**config.mk**
```make
export PLATFORM = sky130hd
export DESIGN_NAME = uart_tx_arbiter
export DESIGN_NICKNAME = d
export VERILOG_FILES = /design/src/rtl/uart_arb_pkg.sv /design/src/rtl/rr_picker.sv /design/src/rtl/uart_tx_arbiter.sv
export SDC_FILE = /design/constraint.sdc
export NUM_CORES = 1
export LEC_CHECK = 0
export ABC_AREA = 1
export CAP_MARGIN = 20
export CORE_MARGIN = 1
export CORE_UTILIZATION = 51
export CTS_CLUSTER_SIZE = 8
export DETAILED_ROUTE_END_ITERATION = 10
export PLACE_DENSITY = 0.79
export REMOVE_ABC_BUFFERS = 1
export SETUP_SLACK_MARGIN = 0.3
export SYNTH_ARGS = -nofsm -noshare
export SYNTH_HDL_FRONTEND = slang
export SYNTH_SLANG_ARGS = --single-unit
```
**constraint.sdc**
```tcl
create_clock -name clk -period 3.6 [get_ports clk]
set_input_delay 1.08 -clock clk [delete_from_list [all_inputs] [get_ports clk]]
set_output_delay 1.08 -clock clk [all_outputs]
set_load 0.1 [all_outputs]
```
**src/rtl/uart_arb_pkg.sv**
```systemverilog
// Shared FSM state type and default parameters for the UART transmit arbiter.
package uart_arb_pkg;

  typedef enum logic [1:0] {
    IDLE      = 2'd0,
    ISSUE     = 2'd1,
    WAIT_BUSY = 2'd2,
    WAIT_DONE = 2'd3
  } arb_state_e;

  localparam int DEFAULT_N_REQ     = 4;
  localparam int DEFAULT_MAX_BURST = 16;
  localparam int DEFAULT_START_TO  = 8;
  localparam int DEFAULT_LOCK_TO   = 255;

endpackage

```
**src/rtl/rr_picker.sv**
```systemverilog
// Combinational round-robin picker: the first set request at or after ptr_i+1 (mod N_REQ) wins.
// Zero latency; with no request set, gnt_o is all zero and idx_o is zero.
module rr_picker #(
  parameter int N_REQ = 4
) (
  input  logic [N_REQ-1:0]         req_i,
  input  logic [$clog2(N_REQ)-1:0] ptr_i,
  output logic [N_REQ-1:0]         gnt_o,
  output logic [$clog2(N_REQ)-1:0] idx_o
);

  localparam int IW = $clog2(N_REQ);

  always_comb begin
    logic          found;
    logic [IW-1:0] cand;
    gnt_o = '0;
    idx_o = '0;
    found = 1'b0;
    cand  = '0;
    for (int k = 1; k <= N_REQ; k++) begin
      cand = IW'((int'(ptr_i) + k) % N_REQ);
      if (!found && req_i[cand]) begin
        found       = 1'b1;
        gnt_o[cand] = 1'b1;
        idx_o       = cand;
      end
    end
  end

endmodule

```
**src/rtl/uart_tx_arbiter.sv**
```systemverilog
// Round-robin arbiter sharing one UART transmitter among N_REQ byte streams, with frame locking.
// Accept-to-tx_enable is one cycle; no req_ready is given while the transmitter is owned or busy.
module uart_tx_arbiter
  import uart_arb_pkg::*;
#(
  parameter int N_REQ     = DEFAULT_N_REQ,
  parameter int MAX_BURST = DEFAULT_MAX_BURST,
  parameter int START_TO  = DEFAULT_START_TO,
  parameter int LOCK_TO   = DEFAULT_LOCK_TO
) (
  input  logic                     clk,
  input  logic                     reset,
  input  logic [N_REQ-1:0]         req_valid,
  input  logic [N_REQ*8-1:0]       req_data,
  input  logic [N_REQ-1:0]         req_last,
  output logic [N_REQ-1:0]         req_ready,
  output logic [7:0]               tx_byte,
  output logic                     tx_enable,
  input  logic                     tx_busy,
  output logic [$clog2(N_REQ)-1:0] grant_id,
  output logic                     locked,
  output logic                     tx_err
);

  localparam int IW = $clog2(N_REQ);
  localparam int BW = $clog2(MAX_BURST + 1);
  localparam int SW = $clog2(START_TO + 1);
  localparam int TW = $clog2(LOCK_TO + 1);

  arb_state_e    state_q, state_d;
  logic [7:0]    tx_byte_q, tx_byte_d;
  logic [IW-1:0] grant_q, grant_d;
  logic          locked_q, locked_d;
  logic [BW-1:0] burst_q, burst_d, burst_inc;
  logic [SW-1:0] start_q, start_d;
  logic [TW-1:0] idle_q, idle_d;

  logic [N_REQ-1:0] elig, pick_gnt;
  logic [IW-1:0]    pick_idx;
  logic             accept, start_expired;

  // A locked frame restricts eligibility to its owner; the pointer is simply the last grant.
  always_comb begin
    elig = req_valid;
    if (locked_q) begin
      elig           = '0;
      elig[grant_q]  = req_valid[grant_q];
    end
  end

  rr_picker #(.N_REQ(N_REQ)) u_pick (
    .req_i (elig),
    .ptr_i (grant_q),
    .gnt_o (pick_gnt),
    .idx_o (pick_idx)
  );

  assign accept        = (state_q == IDLE) && !tx_busy && (|elig);
  assign burst_inc     = locked_q ? burst_q + 1'b1 : BW'(1);
  assign start_expired = (start_q == SW'(START_TO - 1));

  always_ff @(posedge clk or posedge reset) begin
    if (reset) begin
      state_q   <= IDLE;
      tx_byte_q <= '0;
      grant_q   <= IW'(N_REQ - 1);
      locked_q  <= 1'b0;
      burst_q   <= '0;
      start_q   <= '0;
      idle_q    <= '0;
    end else begin
      state_q   <= state_d;
      tx_byte_q <= tx_byte_d;
      grant_q   <= grant_d;
      locked_q  <= locked_d;
      burst_q   <= burst_d;
      start_q   <= start_d;
      idle_q    <= idle_d;
    end
  end

  always_comb begin
    state_d   = state_q;
    tx_byte_d = tx_byte_q;
    grant_d   = grant_q;
    locked_d  = locked_q;
    burst_d   = burst_q;
    start_d   = start_q;
    idle_d    = '0;
    unique case (state_q)
      IDLE: begin
        if (accept) begin
          state_d   = ISSUE;
          tx_byte_d = req_data[{pick_idx, 3'b000} +: 8];
          grant_d   = pick_idx;
          if (req_last[pick_idx] || burst_inc == BW'(MAX_BURST)) begin
            locked_d = 1'b0;
            burst_d  = '0;
          end else begin
            locked_d = 1'b1;
            burst_d  = burst_inc;
          end
        end else if (locked_q && !req_valid[grant_q]) begin
          // Owner has gone quiet: drop the lock after LOCK_TO consecutive idle cycles.
          if (idle_q == TW'(LOCK_TO - 1)) begin
            locked_d = 1'b0;
            burst_d  = '0;
          end else begin
            idle_d = idle_q + 1'b1;
          end
        end
      end
      ISSUE: begin
        state_d = WAIT_BUSY;
        start_d = '0;
      end
      WAIT_BUSY: begin
        if (tx_busy)            state_d = WAIT_DONE;
        else if (start_expired) state_d = IDLE;
        else                    start_d = start_q + 1'b1;
      end
      WAIT_DONE: begin
        if (!tx_busy) state_d = IDLE;
      end
      default: state_d = IDLE;
    endcase
  end

  always_comb begin
    req_ready = '0;
    if (accept && !reset) req_ready = pick_gnt;
    tx_enable = (state_q == ISSUE);
    tx_err    = (state_q == WAIT_BUSY) && !tx_busy && start_expired;
  end

  assign tx_byte  = tx_byte_q;
  assign grant_id = grant_q;
  assign locked   = locked_q;

endmodule

```
==> results of run 1 <==
-- worst max-delay path, delay by kind of cell --
kind                   cells  cell delay (ns)
AO/OA/AOI/OAI              2             0.29
AND/OR/NAND/NOR           11             0.93
buffers and inverters      3             0.43
-- logic make-up after synthesis --
group / synth area share (%)
flip-flops: 28.7
buffers and inverters: 9.85
adder cells (fa/ha/maj): 7.62
AO/OA/AOI/OAI: 9.61
AND/OR/NAND/NOR: 42.6
XOR/XNOR: 1.67
-- registers in the layout, indices dropped and copies added (netlist names) --
signal and flops:
locked 1, idle_q 8, tx_byte 8, start_q 4
state_q 2, grant_id 2, burst_q 5
-- layer usage --
layer | GRT usage (%) | up-vias
li1 | - | 1373
met1 | 33.7 | 1274
met2 | 47.8 | 78
met3 | 4.94 | 8
met4 | 5.98 | 0
met5 | 0 | -
-- layout by cell type, fill, tap and decap left out, types with 4 or more instances in the layout --
cell type                          n
sky130_fd_sc_hd__o21ai_1           7
sky130_fd_sc_hd__nand3_1          30
sky130_fd_sc_hd__ha_1             13
sky130_fd_sc_hd__nand2_4          10
sky130_fd_sc_hd__buf_12            6
sky130_fd_sc_hd__inv_1            36
sky130_fd_sc_hd__nand4_1           9
sky130_fd_sc_hd__nand3_4           7
sky130_fd_sc_hd__nor2_1           21
sky130_fd_sc_hd__nand2_1          85
sky130_fd_sc_hd__o21ai_0          10
sky130_fd_sc_hd__buf_4            44
sky130_fd_sc_hd__clkbuf_8          6
sky130_fd_sc_hd__xor2_1            4
sky130_fd_sc_hd__dfrtp_1          28
sky130_fd_sc_hd__nand3b_1         10
sky130_fd_sc_hd__nor3_1            5
sky130_fd_sc_hd__nand3_2           4
sky130_fd_sc_hd__a21oi_4           4
sky130_fd_sc_hd__inv_2             6
sky130_fd_sc_hd__buf_6             4
sky130_fd_sc_hd__a21oi_1           8
sky130_fd_sc_hd__clkdlybuf4s50_1  38
sky130_fd_sc_hd__nand2_2          23
-- through the flow --
stage,worst slack (ns),setup TNS (ns),util (%),hold WS (ns)
2_1_floorplan,-1.61,-6.42,-,0.450
3_3_place_gp,-0.673,-2.65,70.8,0.464
3_5_place_dp,-0.756,-2.95,70.8,0.471
4_1_cts,-0.183,-0.701,76.3,0.484
5_1_grt,-0.265,-1.01,79.6,0.498
6_report,-0.205,-0.751,79.6,0.483
-- timing repair --
item,4_1_cts,5_1_grt
setup buffers,4,4
setup endpoints to repair,5,4
resized for setup,47,24
pin swaps,16,11
gates cloned,1,0
-- path summary, 6_finish.rpt --
kind | startpoint | to | slack (ns) | cells after the start
setup / recovery | req_valid[1] | req_ready[2] | -0.20 | 16
hold / removal | idle_q[0] | idle_q[0] | 0.48 | 1
setup reg to reg | grant_id[0] | burst_q[4] | 0.70 | 14
hold reg to reg | idle_q[0] | idle_q[0] | 0.48 | 1
max in group asynchronous | reset | grant_id[0] | 2.02 | 3
min in group asynchronous | reset | idle_q[7] | 1.26 | 3
-- cell type report --
class | instances | area [um^2] | area share [%]
multi-input combinational | 278 | 1870 | 48.5
clock buffer | 6 | 82.6 | 2.14
sequential | 30 | 753 | 19.5
timing repair buffer | 93 | 891 | 23.1
inverter | 43 | 164 | 4.25
tap | 67 | 83.8 | 2.17
clock inverter | 2 | 12.5 | 0.324
==> impl_summary.log, run 1 <==
INFO  metric antenna_viol_nets_final = 0
INFO  metric synthTopCellsByCount = sky130_fd_sc_hd__nand2_1, sky130_fd_sc_hd__inv_1, sky130_fd_sc_hd__nand3_1
INFO  metric dominantRegCellSynth = sky130_fd_sc_hd__dfrtp_1
INFO  metric worstPathRequired = 2.52 ns
INFO  metric cts-htree-levels = 2
INFO  metric synth.ff_latch_count = 30
INFO  metric final_cells = 519
INFO  metric post_synth_instance_area = 2630 um^2
INFO  metric grt_max_degree = 31
INFO  metric fin_crit_sh = 106%
INFO  metric postSynthCellCount = 359
INFO  metric drtPass1Iterations = 4
INFO  metric dp_hpwl = 5.11 mm
INFO  metric die_h = 73.8 um
INFO  metric clock_transition_at_the_registers_of_the_reported_paths = 0.06 ns
INFO  metric detailroute.wirelength.met2 = 3.75 mm
INFO  metric maxCapViolations = 0
INFO  metric edff_count_synth = 0
INFO  metric grt_remaining_overflow = 0
INFO  metric drt-vias-per-instance = 5.27
INFO  metric wl = 7.14 mm
INFO  metric cp_max_fo = 6
INFO  metric fp-row-count = 25
INFO  metric clk_root_buffer_cell = sky130_fd_sc_hd__clkbuf_8
INFO  metric routed-via-count = 2,733
INFO  metric timing.critical_path.slowest_stage_cell = sky130_fd_sc_hd__buf_12
INFO  metric post-synth-top-count-cell = sky130_fd_sc_hd__nand2_1
INFO  metric top_cells_by_area_synth = sky130_fd_sc_hd__dfrtp_1, sky130_fd_sc_hd__nand2_1, sky130_fd_sc_hd__ha_1
INFO  metric synth_seq_area_share = 28.7%
INFO  metric timing.final.max_slew_violations = 0
INFO  metric finish.net_count = 510
INFO  metric critical_path_class = input port to primary output
INFO  metric fin_skew = 0.00633 ns
INFO  metric violations = negative setup slack
INFO  metric total_placed_cells_including_tap_cells = 502
INFO  metric drive_above_1_share = 30.3%
INFO  metric fillers = 334
INFO  metric hold_violations = 0
INFO  metric detailed_place.area = 3430 um^2
INFO  metric diodes = 0
INFO  metric worst_skew_pair.late_latency = 0.28 ns
INFO  metric port-buffer-count = 59
INFO  metric fmax = 263 MHz
INFO  metric post-synth-top-area-cell = sky130_fd_sc_hd__dfrtp_1
INFO  metric drtIter0Drc = 127
INFO  metric cts_tree = yes
INFO  metric relative_slew_slack = 62.5%
INFO  metric route.layer.met1.wl = 3.00 mm
INFO  metric share_of_async_settable_or_async_resettable_flops_after_synthesis = 100%
INFO  metric path_common_cell = sky130_fd_sc_hd__nand2_4
INFO  metric cts_inserted_buffers = 5
INFO  metric top_metal_used = met4
INFO  metric gpl.final_weighted_congestion = 0.882
INFO  metric design_area = 3860 um^2
INFO  metric grt_pass1_wl = 11.2 mm
INFO  metric crit_arrival = 2.72 ns
INFO  metric synth_cell_types = 37
INFO  metric groute.usage.overall = 26.9%
INFO  metric status = finished with violations
INFO  metric die_area = 5450 um^2
INFO  metric drc = 0
INFO  metric initial_utilization = 54.2%
INFO  metric cts_hold_buf = 0
INFO  metric setup_repair_after_global_routing_missed_its_margin = true
INFO  metric start_kind = input port
INFO  metric grt_pass1_vias = 2,515
INFO  metric die_width = 73.8 um
INFO  metric syn_avg_cell_area = 7.32 um^2
INFO  metric core-area = 4850 um^2
INFO  metric design.portCount = 60
INFO  metric flow.area_growth_from_synthesis = 46.8%
INFO  metric grt_antenna_before_repair = 0
INFO  metric final-setup-viol-count = 4
INFO  metric final_critical_delay_including_setup_and_external_delays = 3.80 ns
INFO  metric timing.hold.worst.class = register to register
INFO  metric yosysTopAreaCellShare = 26.7%
INFO  metric worstSetupEndpointType = primary output
INFO  metric worst-slew-pin-transition = 0.555 ns
INFO  metric timing.critical_path.slowest_cell_delay = 0.20 ns
INFO  metric synthesis.yosys.warnings = 0
INFO  metric worstPathCellList = buf_6, nand2_4, nand3_4, nand2_4, nand2_8, nand3_4, nand2_2, nand2_2, nand2_4, nor2_4, nand2_4, a21oi_4, buf_6, nand2_2, a21oi_2, buf_12
INFO  metric route.met3.wl = 281 um
INFO  metric final.setup.worst_slack = -0.205 ns
INFO  metric cts_sinks = 30
INFO  metric cts_buffer_depth = 2
INFO  metric wl_per_cell = 13.8 um
Power of run 1 is left out: the tool's default activity adds up to more than one toggle a clock period on the data nets, which glitch-free logic cannot reach.
==> run 2: changes to the inputs <==
--- a/config.mk
+++ b/config.mk
@@ -7,7 +7,7 @@
 export LEC_CHECK = 0
 export ABC_AREA = 1
 export CAP_MARGIN = 20
-export CORE_MARGIN = 1
+export CORE_MARGIN = 5
 export CORE_UTILIZATION = 51
 export CTS_CLUSTER_SIZE = 8
 export DETAILED_ROUTE_END_ITERATION = 10
==> run 2 against run 1 <==
  * Final cell count increased by 0.58%
  * The flow still finishes with violations (negative setup slack)
  * Clock-buffer cell count decreased by 1
  * Critical endpoint is now req_ready[1]
  * Critical path depth decreased by 1
  * Largest cell class unchanged
  * Die area increased by 23%
  * Global-route usage decreased by 3.8 points
  * Hold slack got worse by 0.00079 ns
  * Clock skew increased by 0.0012 ns
  * First-iteration DRC count increased by 22%
  * Fmax increased by 1.3%
  * Via count increased by 0.70%
==> impl_summary.log, run 2 (same netlist as run 1, synthesis figures left out) <==
INFO  metric initial_utilization = 52.1% (was 54.2%)
INFO  metric gpl.final_weighted_congestion = 0.869 (was 0.882)
INFO  metric fillers = 385 (was 334)
INFO  metric timing.rr.start = grant_id[0] (unchanged)
INFO  metric critical_path.reg2reg.endpoint = tx_byte[7] (was burst_q[4])
INFO  metric die_width = 81.8 um (was 73.8 um)
INFO  metric violations = negative setup slack (unchanged)
INFO  metric grt_pass1_vias = 2,652 (was 2,515)
INFO  metric cp_num_buf_inv = 2 (was 3)
INFO  metric groute.usage.overall = 23.1% (was 26.9%)
INFO  metric cp_top_family = simple AND/OR/NAND/NOR gates (unchanged)
INFO  metric diodes = 0 (unchanged)
INFO  metric cts_sinks = 30 (unchanged)
INFO  metric timing.critical_path.slowest_stage_cell = sky130_fd_sc_hd__buf_12 (unchanged)
INFO  metric cts_hold_buf = 0 (unchanged)
INFO  metric timing.final.max_slew_violations = 0 (unchanged)
INFO  metric worstHoldPathCells = 1 (unchanged)
INFO  metric fp-row-count = 26 (was 25)
INFO  metric grt_max_degree = 31 (unchanged)
INFO  metric cts_buffer_depth = 2 (unchanged)
INFO  metric drt-vias-per-instance = 5.27 (about the same)
INFO  metric routed-via-count = 2,752 (was 2,733)
INFO  metric r2r_cells = 20 (was 14)
INFO  metric commonest_cells_after_routing_fill_and_taps_aside = sky130_fd_sc_hd__nand2_1, sky130_fd_sc_hd__buf_4, sky130_fd_sc_hd__clkdlybuf4s50_1 (unchanged)
INFO  metric drive_above_1_share = 30.3% (unchanged)
INFO  metric die_h = 81.8 um (was 73.8 um)
INFO  metric finish.net_count = 510 (unchanged)
INFO  metric final_util = 75.3% (was 79.6%)
INFO  metric fin_skew = 0.00753 ns (was 0.00633 ns)
INFO  metric finalSetupTns = -0.573 ns (was -0.751 ns)
INFO  metric die_area = 6690 um^2 (was 5450 um^2)
INFO  metric worstPathRequired = 2.52 ns (about the same)
INFO  metric cts_inserted_buffers = 5 (unchanged)
INFO  metric worstPathCellList = buf_6, nand2_4, nand3_4, nand2_4, nand2_8, nand2_4, nand2_2, nand3_2, nand2_4, nor2_4, nand2_4, a21oi_4, nand2_1, a21oi_2, buf_12 (was buf_6, nand2_4, nand3_4, nand2_4, nand2_8, nand3_4, nand2_2, nand2_2, nand2_4, nor2_4, nand2_4, a21oi_4, buf_6, nand2_2, a21oi_2, buf_12)
INFO  metric drtPass1Iterations = 5 (was 4)
INFO  metric clock_transition_at_the_registers_of_the_reported_paths = 0.06 ns (about the same)
INFO  metric crit_arrival = 2.68 ns (was 2.72 ns)
INFO  metric cp_num_cells = 15 (was 16)
INFO  metric hold_violations = 0 (unchanged)
INFO  metric final_critical_delay_including_setup_and_external_delays = 3.76 ns (was 3.80 ns)
INFO  metric status = finished with violations (unchanged)
INFO  metric worst-slew-pin-transition = 0.528 ns (was 0.555 ns)
INFO  metric drc = 0 (unchanged)
INFO  metric grt_remaining_overflow = 0 (unchanged)
INFO  metric grt_pass1_wl = 12.0 mm (was 11.2 mm)
INFO  metric flow.area_growth_from_synthesis = 44.5% (was 46.8%)
INFO  metric core-area = 5040 um^2 (was 4850 um^2)
INFO  metric final.setup.worst_slack = -0.156 ns (was -0.205 ns)
INFO  metric fin_crit_sh = 104% (was 106%)
INFO  metric antenna_viol_nets_final = 0 (unchanged)
INFO  metric final_cells = 522 (was 519)
INFO  metric cp_max_fo = 6 (unchanged)
INFO  metric fmax = 266 MHz (was 263 MHz)
INFO  metric timing.critical_path.slowest_cell_delay = 0.20 ns (about the same)
INFO  metric cts-htree-levels = 2 (unchanged)
INFO  metric start_kind = input port (unchanged)
INFO  metric design.portCount = 60 (unchanged)
INFO  metric cp-startpoint = req_valid[3] (was req_valid[1])
INFO  metric port-buffer-count = 59 (unchanged)
INFO  metric total_placed_cells_including_tap_cells = 505 (was 502)
INFO  metric relative_slew_slack = 64.4% (was 62.5%)
INFO  metric setup.reg_to_reg.worst_slack = 0.67 ns (was 0.70 ns)
INFO  metric critical_path_class = input port to primary output (unchanged)
INFO  metric grt_antenna_before_repair = 0 (unchanged)
INFO  metric critical_path.endpoint = req_ready[1] (was req_ready[2])
INFO  metric final-setup-viol-count = 4 (unchanged)
INFO  metric wl_per_cell = 14.0 um (was 13.8 um)
INFO  metric worst_skew_pair.late_latency = 0.28 ns (about the same)
INFO  metric drtIter0Drc = 155 (was 127)
INFO  metric cts_tree = yes (unchanged)
INFO  metric clk_root_buffer_cell = sky130_fd_sc_hd__clkbuf_8 (unchanged)
INFO  metric dp_hpwl = 5.39 mm (was 5.11 mm)
INFO  metric timing.hold.worst.class = register to register (unchanged)
INFO  metric setup_repair_after_global_routing_missed_its_margin = true (unchanged)
INFO  metric layout_commonest_cell = sky130_fd_sc_hd__nand2_1 (unchanged)
INFO  metric maxCapViolations = 0 (unchanged)
INFO  metric path_common_cell = sky130_fd_sc_hd__nand2_4 (unchanged)
INFO  metric worstSetupEndpointType = primary output (unchanged)
INFO  metric wl = 7.32 mm (was 7.14 mm)
==> run 2: changes by cell type in the layout (fill, tap and decap cells not counted), sizes merged <==
cell / before / now
clkbuf: 6 / 5
clkinv: 1 / 2
bufinv: 0 / 1
clkinvlp: 1 / 0
==> run 2: cell type report <==
type	count	area (um^2)	share of cell area [%]
clock buffers	5	68.8	1.81
repair buffers	93	875	23.0
clock inverters	3	40.0	1.05
flip-flops and latches	30	753	19.8
multi-input cells	278	1810	47.6
well taps	70	87.6	2.31
inverters	43	166	4.38
==> run 2: stage by stage <==
step | area (um^2) | setup slack [ns] | hold WS [ns]
after detailed placement | 3420 | -0.757 | 0.466
after global placement | 3420 | -0.686 | 0.468
after floorplan | 2530 | -1.61 | 0.450
after CTS | 3710 | -0.145 | 0.485
after global routing | 3800 | -0.260 | 0.508
final | 3800 | -0.156 | 0.482
==> run 2: worst min-delay path by stage <==
stage	startpoint	end	slack, ns
4_1_cts	idle_q[0]	idle_q[0]	0.48
3_5_place_dp	tx_byte[6]	tx_byte[6]	0.47
6_report	idle_q[0]	idle_q[0]	0.48
2_1_floorplan	burst_q[3]	burst_q[3]	0.45
5_1_grt	idle_q[0]	idle_q[0]	0.51
3_3_place_gp	burst_q[4]	burst_q[4]	0.47
==> run 2: per-layer routing <==
layer,vias up,track usage [%],share of wire [%]
li1,1370,-,-
met1,1294,29.0,42
met2,77,39.5,50
met3,11,6.25,6.6
met4,0,5.15,1.3
met5,-,0,0
==> run 2: worst reg2reg max path, stage by stage (launching register included) <==
cell and delay [ns]:
sky130_fd_sc_hd__dfstp_2 0.64, sky130_fd_sc_hd__inv_4 0.11, sky130_fd_sc_hd__ha_1 0.28, sky130_fd_sc_hd__inv_1 0.13
sky130_fd_sc_hd__o21ai_2 0.10, sky130_fd_sc_hd__nand2_4 0.09, sky130_fd_sc_hd__nand2_2 0.06, sky130_fd_sc_hd__nand3_2 0.09
sky130_fd_sc_hd__nand2_4 0.06, sky130_fd_sc_hd__nor2_4 0.13, sky130_fd_sc_hd__nand2_4 0.07, sky130_fd_sc_hd__buf_4 0.13
sky130_fd_sc_hd__buf_4 0.12, sky130_fd_sc_hd__buf_4 0.14, sky130_fd_sc_hd__nand2_8 0.11, sky130_fd_sc_hd__nand2_8 0.14
sky130_fd_sc_hd__nand2_2 0.09, sky130_fd_sc_hd__nand2_1 0.04, sky130_fd_sc_hd__o21ai_1 0.20, sky130_fd_sc_hd__nand2_1 0.09
sky130_fd_sc_hd__nand2_1 0.07
==> run 2: what timing repair did <==
item / 4_1_cts / 5_1_grt
gates cloned: 1 / 0
resized for setup: 48 / 14
pin swaps: 18 / 6
buffers inserted: 4 / 4
setup endpoints to repair: 4 / 4
Power of run 2 is left out for the same reason.
